--- src/rtl/bcd_sseg_scan_if.sv ---
// Display-side bundle for bcd_sseg_scan: capture strobe, digit/dp data,
// blanking control and the multiplexed anode/segment outputs.
interface bcd_sseg_scan_if #(
    parameter int N_DIG = 6
);
    logic                 load;
    logic [4*N_DIG-1:0]   bcd_in;
    logic [N_DIG-1:0]     dp_in;
    logic                 lz_en;
    logic [N_DIG-1:0]     an;
    logic [7:0]           sseg;
    logic                 frame_tick;

    modport master (
        output load, bcd_in, dp_in, lz_en,
        input  an, sseg, frame_tick
    );

    modport slave (
        input  load, bcd_in, dp_in, lz_en,
        output an, sseg, frame_tick
    );
endinterface

--- src/rtl/bcd_sseg_scan.sv ---
// Time-multiplexed seven-segment driver: captures packed BCD digits on load and
// scans them with leading-zero blanking, decimal points and an anode-off gap.
module bcd_sseg_scan #(
    parameter int N_DIG    = 6,
    parameter int SHOW_CYC = 50000,
    parameter int GAP_CYC  = 2000
) (
    input  logic            clk,
    input  logic            rst,
    bcd_sseg_scan_if.slave  bus
);
    localparam int MAX_CYC = (SHOW_CYC > GAP_CYC) ? SHOW_CYC : GAP_CYC;
    localparam int CNT_W   = $clog2(MAX_CYC + 1);
    localparam int IDX_W   = $clog2(N_DIG);
    localparam logic [CNT_W-1:0] SHOW_LAST = CNT_W'(SHOW_CYC - 1);
    localparam logic [CNT_W-1:0] GAP_LAST  = CNT_W'((GAP_CYC > 0) ? GAP_CYC - 1 : 0);
    localparam logic [IDX_W-1:0] IDX_LAST  = IDX_W'(N_DIG - 1);

    typedef enum logic {GAP, SHOW} state_t;
    localparam state_t START_ST = (GAP_CYC == 0) ? SHOW : GAP;

    state_t               state_q, state_d;
    logic [CNT_W-1:0]     cnt_q, cnt_d;
    logic [IDX_W-1:0]     idx_q, idx_d;
    logic [4*N_DIG-1:0]   bcd_q;
    logic [N_DIG-1:0]     dp_q;
    logic [N_DIG-1:0]     an_q, an_d;
    logic [7:0]           sseg_q, sseg_d;
    logic                 frame_q, frame_d;
    logic                 wrap;
    logic [N_DIG-1:0]     zero_above;
    logic [3:0]           cur_dig;
    logic                 cur_dp;
    logic                 blank;

    function automatic logic [7:0] seg_decode(input logic [3:0] v);
        logic [7:0] s;
        case (v)
            4'd0:    s = 8'hC0;
            4'd1:    s = 8'hF9;
            4'd2:    s = 8'hA4;
            4'd3:    s = 8'hB0;
            4'd4:    s = 8'h99;
            4'd5:    s = 8'h92;
            4'd6:    s = 8'h82;
            4'd7:    s = 8'hF8;
            4'd8:    s = 8'h80;
            4'd9:    s = 8'h90;
            default: s = 8'hBF;
        endcase
        return s;
    endfunction

    // Scan sequencer: gap/show dwell per digit, wrap flags the frame boundary
    always_comb begin
        state_d = state_q;
        cnt_d   = cnt_q + CNT_W'(1);
        idx_d   = idx_q;
        wrap    = 1'b0;
        case (state_q)
            GAP: begin
                if (cnt_q == GAP_LAST) begin
                    state_d = SHOW;
                    cnt_d   = '0;
                end
            end
            SHOW: begin
                if (cnt_q == SHOW_LAST) begin
                    state_d = START_ST;
                    cnt_d   = '0;
                    if (idx_q == IDX_LAST) begin
                        idx_d = '0;
                        wrap  = 1'b1;
                    end else begin
                        idx_d = idx_q + IDX_W'(1);
                    end
                end
            end
            default: begin
                state_d = START_ST;
                cnt_d   = '0;
            end
        endcase
    end

    // zero_above[i]: captured digits i..N_DIG-1 are all zero
    always_comb begin
        zero_above = '1;
        for (int i = 0; i < N_DIG; i++) begin
            for (int j = i; j < N_DIG; j++) begin
                if (bcd_q[4*j +: 4] != 4'd0) begin
                    zero_above[i] = 1'b0;
                end
            end
        end
    end

    always_comb begin
        cur_dig = bcd_q[int'(idx_q)*4 +: 4];
        cur_dp  = dp_q[idx_q];
        blank   = bus.lz_en && (idx_q != '0) && zero_above[idx_q];
        an_d    = '1;
        sseg_d  = 8'hFF;
        frame_d = wrap;
        if (state_q == SHOW) begin
            if (!blank) begin
                an_d   = ~(N_DIG'(1) << idx_q);
                sseg_d = seg_decode(cur_dig) & (cur_dp ? 8'h7F : 8'hFF);
            end else if (cur_dp) begin
                an_d   = ~(N_DIG'(1) << idx_q);
                sseg_d = 8'h7F;
            end
        end
    end

    always_ff @(posedge clk) begin
        if (rst) begin
            state_q <= START_ST;
            cnt_q   <= '0;
            idx_q   <= '0;
            bcd_q   <= '0;
            dp_q    <= '0;
            an_q    <= '1;
            sseg_q  <= 8'hFF;
            frame_q <= 1'b0;
        end else begin
            state_q <= state_d;
            cnt_q   <= cnt_d;
            idx_q   <= idx_d;
            an_q    <= an_d;
            sseg_q  <= sseg_d;
            frame_q <= frame_d;
            if (bus.load) begin
                bcd_q <= bus.bcd_in;
                dp_q  <= bus.dp_in;
            end
        end
    end

    assign bus.an         = an_q;
    assign bus.sseg       = sseg_q;
    assign bus.frame_tick = frame_q;
endmodule

--- src/flat_wrapper.sv ---
// flat-port wrapper written by rule: the top's interface ports become plain ports
module bcd_sseg_scan_flat 
#(
    parameter int N_DIG    = 6,
    parameter int SHOW_CYC = 50000,
    parameter int GAP_CYC  = 2000
)
  (clk, rst, bus_load, bus_bcd_in, bus_dp_in, bus_lz_en, bus_an, bus_sseg, bus_frame_tick);
  bcd_sseg_scan_if #(.N_DIG(N_DIG)) bus_i ();
  input  logic clk;
  input  logic rst;
  input wire logic [$bits(bus_i.load)-1:0] bus_load;
  input wire logic [$bits(bus_i.bcd_in)-1:0] bus_bcd_in;
  input wire logic [$bits(bus_i.dp_in)-1:0] bus_dp_in;
  input wire logic [$bits(bus_i.lz_en)-1:0] bus_lz_en;
  output wire logic [$bits(bus_i.an)-1:0] bus_an;
  output wire logic [$bits(bus_i.sseg)-1:0] bus_sseg;
  output wire logic [$bits(bus_i.frame_tick)-1:0] bus_frame_tick;
  assign bus_i.load = bus_load;
  assign bus_i.bcd_in = bus_bcd_in;
  assign bus_i.dp_in = bus_dp_in;
  assign bus_i.lz_en = bus_lz_en;
  assign bus_an = bus_i.an;
  assign bus_sseg = bus_i.sseg;
  assign bus_frame_tick = bus_i.frame_tick;
  bcd_sseg_scan #(.N_DIG(N_DIG), .SHOW_CYC(SHOW_CYC), .GAP_CYC(GAP_CYC)) u_core (.clk(clk), .rst(rst), .bus(bus_i));
endmodule
--- config.mk ---
export PLATFORM = sky130hd
export DESIGN_NAME = bcd_sseg_scan_flat
export DESIGN_NICKNAME = d
export VERILOG_FILES = /design/src/rtl/bcd_sseg_scan_if.sv /design/src/rtl/bcd_sseg_scan.sv /design/src/flat_wrapper.sv
export SDC_FILE = /design/constraint.sdc
export NUM_CORES = 1
export LEC_CHECK = 0
export CORE_ASPECT_RATIO = 1.75
export CORE_MARGIN = 3
export CORE_UTILIZATION = 52
export DETAILED_ROUTE_END_ITERATION = 12
export HOLD_SLACK_MARGIN = 0.15
export PLACE_DENSITY = 0.8
export SYNTH_ARGS = -nofsm -noshare
export SYNTH_HDL_FRONTEND = slang
export SYNTH_SLANG_ARGS = --single-unit
--- constraint.sdc ---
create_clock -name clk -period 2.8 [get_ports clk]
set_input_delay 0.56 -clock clk [delete_from_list [all_inputs] [get_ports clk]]
set_output_delay 0.56 -clock clk [all_outputs]
set_load 0.03 [all_outputs]
# Word level (Yosys, flattened, before mapping)

Memory sizes are Yosys's and may differ from the RTL's.
Cells that the tools add are included.

Add/sub/neg operators: 2
Multiply operators: 0
Divide/modulo/power cells: 0
Magnitude comparators: 1
Eq/ne operators: 3
Shifts and indexed selects: 2
Mux-type cells: 39
Bitwise gates (word level): 4
Reductions and logical operators: 12

Operators with widths:

| kind                                                                     | count |
|---|---|
| 16-bit 2-to-1 mux                                                        | 2 |
| 8-bit 2-to-1 mux                                                         | 4 |
| 16-bit case mux with 2 select lines                                      | 1 |
| 1-bit 2-to-1 mux                                                         | 26 |
| 4-bit nonzero test                                                       | 6 |
| 24-bit by 6-bit variable part select with 4-bit output                   | 1 |
| 16-bit by 1-bit adder with 16-bit output (second input constant)         | 1 |
| 16-bit by 11-bit equality test with 1-bit output (second input constant) | 1 |
| 16-bit equality test (second input constant)                             | 1 |
| 6-bit 2-to-1 mux                                                         | 2 |
| 8-bit AND                                                                | 1 |
| 1-bit binary-select mux with 3-bit select                                | 2 |
| 6-bit inverter                                                           | 1 |
| 1-bit by 3-bit left shift with 6-bit output (first input constant)       | 1 |
| 3-bit by 4-bit < comparator with 1-bit output (second input constant)    | 1 |
| 3-bit by 1-bit adder with 3-bit output (second input constant)           | 1 |
| 3-bit equality test (second input constant)                              | 1 |
| 3-bit 2-to-1 mux                                                         | 1 |
| 3-bit nonzero test                                                       | 1 |
| 3-bit OR reduction                                                       | 1 |
| 1-bit logical AND                                                        | 2 |
| 1-bit inverter                                                           | 2 |
| 1-bit case mux with 2 select lines                                       | 1 |
| 2-bit AND reduction                                                      | 1 |
| 2-bit OR reduction                                                       | 1 |

Flip-flop bits (word level): 65
Latch bits: 0
Bits in writable memories: 0
Bits in read-only memories: 112
Input port bits: 34
Output and inout port bits: 15
Word-level logic and storage cells: 72
Memories kept: 1

Memory list:

| memory          | depth | width | rd ports | clocked after Yosys merged registers in | wr ports | line                | source |
|---|---|---|---|---|---|---|---|
| (no name shown) | 16    | 7     | 1        | 0                                       | 0        | bcd_sseg_scan.sv:38 | `case (v)` |

# Depth between registers and ports, before layout

Gate-level depths: netlist of run 1.

Depth after elaboration: 14
Depth in mapped cells: 10
Gate-level depth less buffers: 8

# Least setup slack after synthesis of run 1

Ideal clock, no wire load.

Path type: register to register
Start point: register u_core.idx_q[1]
End point: register u_core.sseg_q[4], in the netlist u_core.bus.sseg[4]
Library setup time: 0.120 ns
Arrival: 2.087 ns
Data required time: 2.680 ns
Setup slack: 0.594 ns
Cell stages (with the launch flop): 10
Path buffers: 2
Clock period less this slack: 2.206 ns
Cell sequence: dfxtp_1 -> buf_6 -> buf_2 -> mux2i_1 -> nor3_1 -> nor3_1 -> ha_1 -> nor2_1 -> a211o_1 -> a211o_1

Word-level cells in the longest chain between the ends: 6
Elaborated cells on any way between the ends: 11
Those cells by class: 1 x shift; 5 x mux; 1 x bitwise; 3 x reduce/logical; 1 x memory

RTL lines:

| item                                                   | line                 | source |
|---|---|---|
| start, declared                                        | bcd_sseg_scan.sv:24  | `logic [IDX_W-1:0] idx_q, idx_d;` |
| start signal, assigned                                 | bcd_sseg_scan.sv:129 | `idx_q <= idx_d;` |
| 24-bit by 6-bit variable part select with 4-bit output | bcd_sseg_scan.sv:99  | `cur_dig = bcd_q[int'(idx_q)*4 +: 4];` |
| memory 16 x 7 bit                                      | -                    |  |
| 8-bit 2-to-1 mux                                       | bcd_sseg_scan.sv:106 | `if (!blank) begin` |
| 8-bit 2-to-1 mux                                       | bcd_sseg_scan.sv:105 | `if (state_q == SHOW) begin` |
| 8-bit AND                                              | bcd_sseg_scan.sv:108 | `sseg_d = seg_decode(cur_dig) & (cur_dp ? 8'h7F : 8'hFF);` |
| 8-bit 2-to-1 mux *                                     | bcd_sseg_scan.sv:106 |  |
| end signal, assigned                                   | bcd_sseg_scan.sv:131 | `sseg_q <= sseg_d;` |
| end, declared                                          | bcd_sseg_scan.sv:28  | `logic [7:0] sseg_q, sseg_d;` |

Every way passes the cells marked *; elsewhere a longest branch is shown, timed or not. The select of a mux whose other input is x is not followed.
A chain may end at the register's enable or synchronous reset.

# Worst setup path after layout of run 1

Same ends and word-level chain as after synthesis.

==> impl_metrics.tcl, run 1 <==
set metrics [dict create \
    synth_top_area_frac 0.452 \
    cts.sinks 65 \
    ir_worst_vdd_mv 0.451 \
    syn_area_mm2 0.00288 \
    route.vias.total 2322 \
    postSynthCellCount 305 \
    grt_max_degree 31 \
    die_w_um 62.2 \
    crit_fanout 13 \
    cp.buffers_inverters 1 \
    ys.warnings.count 0 \
    synth_nets 346 \
    hp-class "reg -> reg" \
    n_antenna_cell 0 \
    cts-hold-fix-buffers 0 \
    dpl_worst_slack_ps 319 \
    synth_common_cells "65 x dfxtp_1, 63 x nor2_1, 38 x mux2i_1" \
    cts_made_buffers 9 \
    use_met1 0.218 \
    crit_family "compound AO/OA/AOI/OAI gates" \
    worst_pin_slew_ps 870 \
    grt_usage 0.211 \
    rsz0062_at_grt "no" \
    setup_viol_count_final 0 \
    synth_edf_count 0 \
    tritoncts "done" \
    post-synth-top-count-cell "dfxtp_1" \
    drt_first_pass_iters 5 \
    overflow 0 \
    finalSetupTns_ps 0 \
    hold_path_end "u_core.cnt_q[0]$_SDFF_PP0_" \
    routed_wl_um 6400 \
    grt-busiest-layer "met2" \
    antenna_found_initial 0 \
    worst_hold_startpoint "u_core.cnt_q[0]$_SDFF_PP0_" \
    clock_path_buffers 2 \
    antenna_left 0 \
    leakage_uw 0.00148 \
    routed_via_density 5.33 \
    crit_slowest_cell "dfxtp_1" \
    cts_resized 0 \
    fillers 413 \
    synth_area_leaders "dfxtp_1 45%, mux2i_1 13%, nor2_1 8.2%" \
    met2_usage 0.379 \
    yosysSeqAreaShare 0.452 \
    crit_chain "mux2_2 -> a221o_1 -> a21boi_0 -> inv_1 -> ha_1 -> nor2_1 -> a211o_1 -> a211o_1" \
    drc 0 \
    synthFlopType "dfxtp_1" \
    maxSlewHeadroom 0.420 \
    dieArea_mm2 0.00650 \
    cap_violations 0 \
    fin_crit_sh 0.886 \
    rows 35 \
    synth_top_area_cell "dfxtp_1" \
    cpMostUsedCell "a211o_1" \
    worst_r2r_endpoint "u_core.bus.sseg[4]$_SDFF_PP1_" \
    grt_pass1_vias 2327 \
    worst_ep_arrival_time_ps 2730 \
    postSynth.asyncResetShare 0 \
    start_util 0.543 \
    cts.reportedPaths.clkPinSlew_ps 70 \
    root_buffer "clkbuf_8" \
    synth_seq_cells 65 \
    hold_viol_final 0 \
    design.final.nets 398 \
    wire_per_inst_um 14.7 \
    reg2regPathDepth 8 \
    status "complete, no violations" \
    drive_above_1_share 0.0912 \
    final_max_slew_viol_count 0 \
    setup_slack_ps 318 \
    htreeDepth 3 \
    hpwl_um 4790 \
    holdPathStages 1 \
    clk_latency_ps 350 \
    die_y_um 104 \
    io_pins 49 \
    multi_input_area_mm2 0.00149 \
    finalCriticalPeriod_ps 2480 \
    endpoint_kind "register" \
    startpoint_type "register" \
    worst-r2r-setup-slack_ps 320 \
    routabilityCongestion 0.916 \
    critPathMaxStageDelay_ps 580 \
    r2r-start "u_core.idx_q[1]$_SDFFE_PP0P_" \
    port_buffers 48 \
    cts_setup_buffers 0 \
    use_met3 0.0508 \
    fp.coreArea_mm2 0.00530 \
    ys_types 47 \
    finalClockSkew_ps 7.81 \
    max_clock_freq_mhz 403 \
    required_ps 3040 \
    drtIter0Drc 134 \
    regArea_mm2 0.00130 \
    crit_type "reg -> reg" \
    grt_pass1_wl_um 10700 \
    syn_area_per_cell_um2 9.43 \
    p_per_area_mw_per_mm2 559 \
    syn_to_final_growth_pct 27.4 \
]
## stage by stage
| stage | cell area [um^2] | utilization | hold slack (ps) | cells | power, uW |
|---|---|---|---|---|---|
| 2_1_floorplan | 2880 | - | 426 | 305 | 1090 |
| 3_3_place_gp | 3440 | 0.649 | 435 | 420 | 1170 |
| 3_5_place_dp | 3440 | 0.649 | 466 | 420 | 1170 |
| 4_1_cts | 3670 | 0.692 | 481 | 436 | 2060 |
| 5_1_grt | 3670 | 0.692 | 500 | 436 | 2120 |
| 6_report | 3670 | 0.692 | 477 | 436 | 2050 |
## worst register-to-register path: stages (launching register included)
cell and delay, ps:
dfxtp_1 580, mux2_2 390, a221o_1 290, a21boi_0 180
inv_1 170, ha_1 190, nor2_1 50, a211o_1 240
a211o_1 280
## cell families after synthesis
group                    after synthesis  synth area share
AO/OA/AOI/OAI                         27            0.0713
XOR/XNOR                              15            0.0457
adder cells (fa/ha/maj)                7            0.0304
buffers and inverters                 21            0.0313
flip-flops                            65             0.452
multiplexers                          44             0.161
AND/OR/NAND/NOR                      126             0.208
## flip-flops by register name, summed over array words and instances (netlist names)
signal,count
u_core.bcd_q,24
u_core.bus.an,6
u_core.bus.frame_tick,1
u_core.bus.sseg,8
u_core.cnt_q,16
u_core.dp_q,6
u_core.idx_q,3
u_core.state_q,1
## per-layer routing
layer	share of wire	routed length, um	vias to the layer above
met2	0.56	3600	54
met3	0.035	223	18
met5	0	0	-
li1	-	-	1168
met4	0.036	230	0
met1	0.37	2350	1082
## where the power goes
part | total (uW) | internal [uW] | leakage (uW) | switching (uW)
sequential | 978 | 954 | 0.000531 | 23.7
clock | 898 | 546 | 0.000115 | 352
combinational | 173 | 96.3 | 0.000831 | 76.2
total | 2050 | 1600 | 0.00148 | 452
## layout make-up
type                            count  share of cell area
Sequential cell                    65               0.355
Tap cell                           74              0.0253
Clock inverter                      5              0.0212
Clock buffer                       11              0.0413
Multi-Input combinational cell    219               0.405
Timing Repair Buffer               56               0.146
Inverter                            6             0.00614
## placed cells by master, fill, tap and decap left out, drive strengths merged, types with 3 or more instances in the layout
master	count
buf	9
nor2b	5
clkdlybuf4s50	47
nor4	6
nand2	13
a211o	3
and3	4
nor2	63
dfxtp	65
xor2	6
nand3	13
nor3	6
a22oi	3
ha	7
mux2i	38
xnor2	9
inv	6
mux2	5
o211ai	3
nand4	4
o21ai	4
clkbuf	11
## how the worst max path moves through the flow
stage	cells past startpoint	startpoint	endpoint
after global routing	8	u_core.idx_q[1]$_SDFFE_PP0P_	u_core.bus.sseg[4]$_SDFF_PP1_
after CTS	8	u_core.idx_q[1]$_SDFFE_PP0P_	u_core.bus.sseg[4]$_SDFF_PP1_
final	8	u_core.idx_q[1]$_SDFFE_PP0P_	u_core.bus.sseg[4]$_SDFF_PP1_
after floorplan	9	u_core.idx_q[1]$_SDFFE_PP0P_	u_core.bus.sseg[4]$_SDFF_PP1_
after detailed placement	8	u_core.idx_q[1]$_SDFFE_PP0P_	u_core.bus.sseg[4]$_SDFF_PP1_
after global placement	8	u_core.idx_q[1]$_SDFFE_PP0P_	u_core.bus.sseg[4]$_SDFF_PP1_
Note: power is estimated with default switching activity, not from simulation.
==> inputs of run 2 (changes only) <==
--- a/config.mk
+++ b/config.mk
@@ -5,12 +5,14 @@
 export SDC_FILE = /design/constraint.sdc
 export NUM_CORES = 1
 export LEC_CHECK = 0
+export ABC_AREA = 1
 export CORE_ASPECT_RATIO = 1.75
 export CORE_MARGIN = 3
-export CORE_UTILIZATION = 52
+export CORE_UTILIZATION = 56
+export CTS_BUF_LIST = sky130_fd_sc_hd__clkbuf_8
 export DETAILED_ROUTE_END_ITERATION = 12
 export HOLD_SLACK_MARGIN = 0.15
-export PLACE_DENSITY = 0.8
+export PLACE_DENSITY = 0.84
 export SYNTH_ARGS = -nofsm -noshare
 export SYNTH_HDL_FRONTEND = slang
 export SYNTH_SLANG_ARGS = --single-unit
==> impl_metrics.tcl, run 2 <==
set metrics [dict create \
    cp.buffers_inverters 2 \
    synthFlopType "dfxtp_1" \
    synth_edf_count 0 \
    grt_pass1_vias 2904 \
    ir_worst_vdd_mv 0.369 \
    max_clock_freq_mhz 506 \
    r2r-start "u_core.idx_q[2]$_SDFFE_PP0P_" \
    crit_slowest_cell "dfxtp_1" \
    p_sw_uw 492 \
    io_pins 49 \
    yosysSeqAreaShare 0.410 \
    hold_path_end "u_core.cnt_q[0]$_SDFF_PP0_" \
    final_common_cell "nand2_1" \
    largest_register_ffs 24 \
    wire_per_inst_um 13.1 \
    final_cell_mix "81 x nand2_1, 74 x nor2_1, 65 x dfxtp_1, 48 x clkdlybuf4s50_1, 42 x inv_1" \
    htreeDepth 3 \
    drc 0 \
    grt_usage 0.243 \
    syn_area_mm2 0.00317 \
    crit_chain "inv_2 -> nor2_8 -> a21oi_1 -> nand2_1 -> inv_1 -> ha_1 -> nand3_1 -> nand3_1 -> nand3_1" \
    synth_area_leaders "dfxtp_1 41%, nand2_1 9.6%, nor2_1 8.8%" \
    hold_viol_final 0 \
    regMostFlops "u_core.bcd_q" \
    cpMostUsedCell "nand3_1" \
    switching_share 0.241 \
    start_util 0.589 \
    worst_r2r_endpoint "u_core.bus.sseg[3]$_SDFF_PP1_" \
    rows 35 \
    synth_nets 481 \
    final_max_slew_viol_count 0 \
    cts.reportedPaths.clkPinSlew_ps 80 \
    crit_type "reg -> reg" \
    antenna_left 0 \
    grt_pass1_wl_um 12700 \
    crit_fanout 13 \
    tritoncts "done" \
    ys_types 33 \
    postSynth.asyncResetShare 0 \
    comb_power_share 0.093 \
    finalCriticalPeriod_ps 1980 \
    design.final.nets 530 \
    fin_crit_sh 0.706 \
    port_buffers 48 \
    synth_top_area_frac 0.410 \
    hpwl_um 5680 \
    setup_viol_count_final 0 \
    finalSetupTns_ps 0 \
    startpoint_type "register" \
    crit_family "simple AND/OR/NAND/NOR gates" \
    regArea_mm2 0.00130 \
    multi_input_area_mm2 0.00159 \
    leakage_uw 0.00172 \
    clockPowerShare 0.427 \
    required_ps 3040 \
    worst_pin_slew_ps 443 \
    syn_to_final_growth_pct 23.0 \
    drive_above_1_share 0.111 \
    antenna_found_initial 0 \
    cts-hold-fix-buffers 0 \
    hp-class "reg -> reg" \
    clk_latency_ps 350 \
    routed_via_density 5.12 \
    cts_resized 0 \
    p_int_uw 1550 \
    synth_common_cells "81 x nand2_1, 74 x nor2_1, 65 x dfxtp_1" \
    worst-r2r-setup-slack_ps 820 \
    worst_ep_arrival_time_ps 2220 \
    n_antenna_cell 0 \
    finalClockSkew_ps 8.18 \
    worst_hold_startpoint "u_core.cnt_q[0]$_SDFF_PP0_" \
    fillers 463 \
    rsz0062_at_grt "no" \
    overflow 0 \
    maxSlewHeadroom 0.704 \
    die_w_um 62.9 \
    route.vias.total 2908 \
    routed_wl_um 7440 \
    fp.coreArea_mm2 0.00539 \
    ys.warnings.count 0 \
    cts_made_buffers 9 \
    synth_seq_cells 65 \
    dieArea_mm2 0.00664 \
    p_seq_frac 0.480 \
    endpoint_kind "register" \
    postSynthCellCount 440 \
    holdPathStages 1 \
    post-synth-top-count-cell "nand2_1" \
    synth_top_area_cell "dfxtp_1" \
    root_buffer "clkbuf_8" \
    grt_max_degree 46 \
    routabilityCongestion 0.913 \
    design_area_mm2 0.00391 \
    placed_cell_area_mm2 0.00369 \
    reg2regPathDepth 9 \
    critPathMaxStageDelay_ps 510 \
    cts_setup_buffers 0 \
    status "complete, no violations" \
    cap_violations 0 \
    die_y_um 106 \
    clock_path_buffers 2 \
    drt_first_pass_iters 6 \
    cts.sinks 65 \
    p_per_area_mw_per_mm2 522 \
    syn_area_per_cell_um2 7.21 \
    drtIter0Drc 166 \
]
-- run 2: changes by cell type in the layout (fill, tap and decap cells not counted), sizes merged, moves of 8 or more --
cell / delta
a21oi: +21
inv: +41
mux2i: -38
nand2: +86
nand3: +25
nor2: +15
o21ai: +39
xnor2: -8
-- run 2: worst reg2reg max path, stage by stage (launching register included) --
cell	delay (ps)
dfxtp_1	510
inv_2	220
nor2_8	210
a21oi_1	90
nand2_1	140
inv_1	100
ha_1	280
nand3_1	130
nand3_1	120
nand3_1	60
-- run 2: logic make-up (layout without fill, tap and decap cells) --
kind of cell,count (synthesis),in the layout,share of synthesized area
and+or+nand+nor,229,229,0.335
xor gates and xnor gates,11,11,0.0304
adders and majority gates,7,7,0.0276
DFF,65,65,0.410
buffers and inverters,63,117,0.0895
AOI/OAI and AO/OA,65,65,0.107
-- run 2: worst max path at each step --
stage / startpoint / endpoint / slack, ps / cells past startpoint
after floorplan: u_core.idx_q[0]$_SDFFE_PP0P_ / u_core.bus.sseg[3]$_SDFF_PP1_ / 1190 / 14
after global placement: rst / u_core.bus.sseg[4]$_SDFF_PP1_ / 800 / 9
after detailed placement: rst / u_core.bus.sseg[4]$_SDFF_PP1_ / 790 / 9
after CTS: u_core.idx_q[2]$_SDFFE_PP0P_ / u_core.bus.sseg[3]$_SDFF_PP1_ / 850 / 9
after global routing: u_core.idx_q[2]$_SDFFE_PP0P_ / u_core.bus.sseg[3]$_SDFF_PP1_ / 660 / 9
final: u_core.idx_q[2]$_SDFFE_PP0P_ / u_core.bus.sseg[3]$_SDFF_PP1_ / 820 / 9
-- run 2: per-stage QoR --
stage | utilization | hold WS, ps | setup WS (ps) | instances | power (uW)
6_report | 0.725 | 449 | 822 | 568 | 2040
5_1_grt | 0.725 | 486 | 663 | 568 | 2120
4_1_cts | 0.725 | 453 | 854 | 568 | 2050
3_5_place_dp | 0.684 | 436 | 787 | 552 | 1190
3_3_place_gp | 0.684 | 425 | 800 | 552 | 1180
2_1_floorplan | - | 417 | 1190 | 440 | 1110
-- run 2: routing by layer --
metal  part of all wire  vias up  global-route usage
li1                   -     1494                   -
met3              0.034       24              0.0362
met4              0.036        0               0.148
met2               0.56       75               0.460
met5                  0        -                   0
met1               0.37     1315               0.239
-- run 2: layout make-up --
| class | count | area share |
|---|---|---|
| Multi-Input combinational cell | 312 | 0.407 |
| Sequential cell | 65 | 0.333 |
| Timing Repair Buffer | 53 | 0.133 |
| Inverter | 48 | 0.0474 |
| Clock buffer | 9 | 0.0317 |
| Clock inverter | 7 | 0.0244 |
| Tap cell | 74 | 0.0237 |
-- run 2: power by group through the flow --
stage | clock (uW) | combinational, uW | sequential, uW
after floorplan | 0 | 114 | 993
after global placement | 0 | 185 | 998
after detailed placement | 0 | 190 | 1000
after CTS | 885 | 191 | 979
after global routing | 925 | 216 | 982
final | 871 | 190 | 979
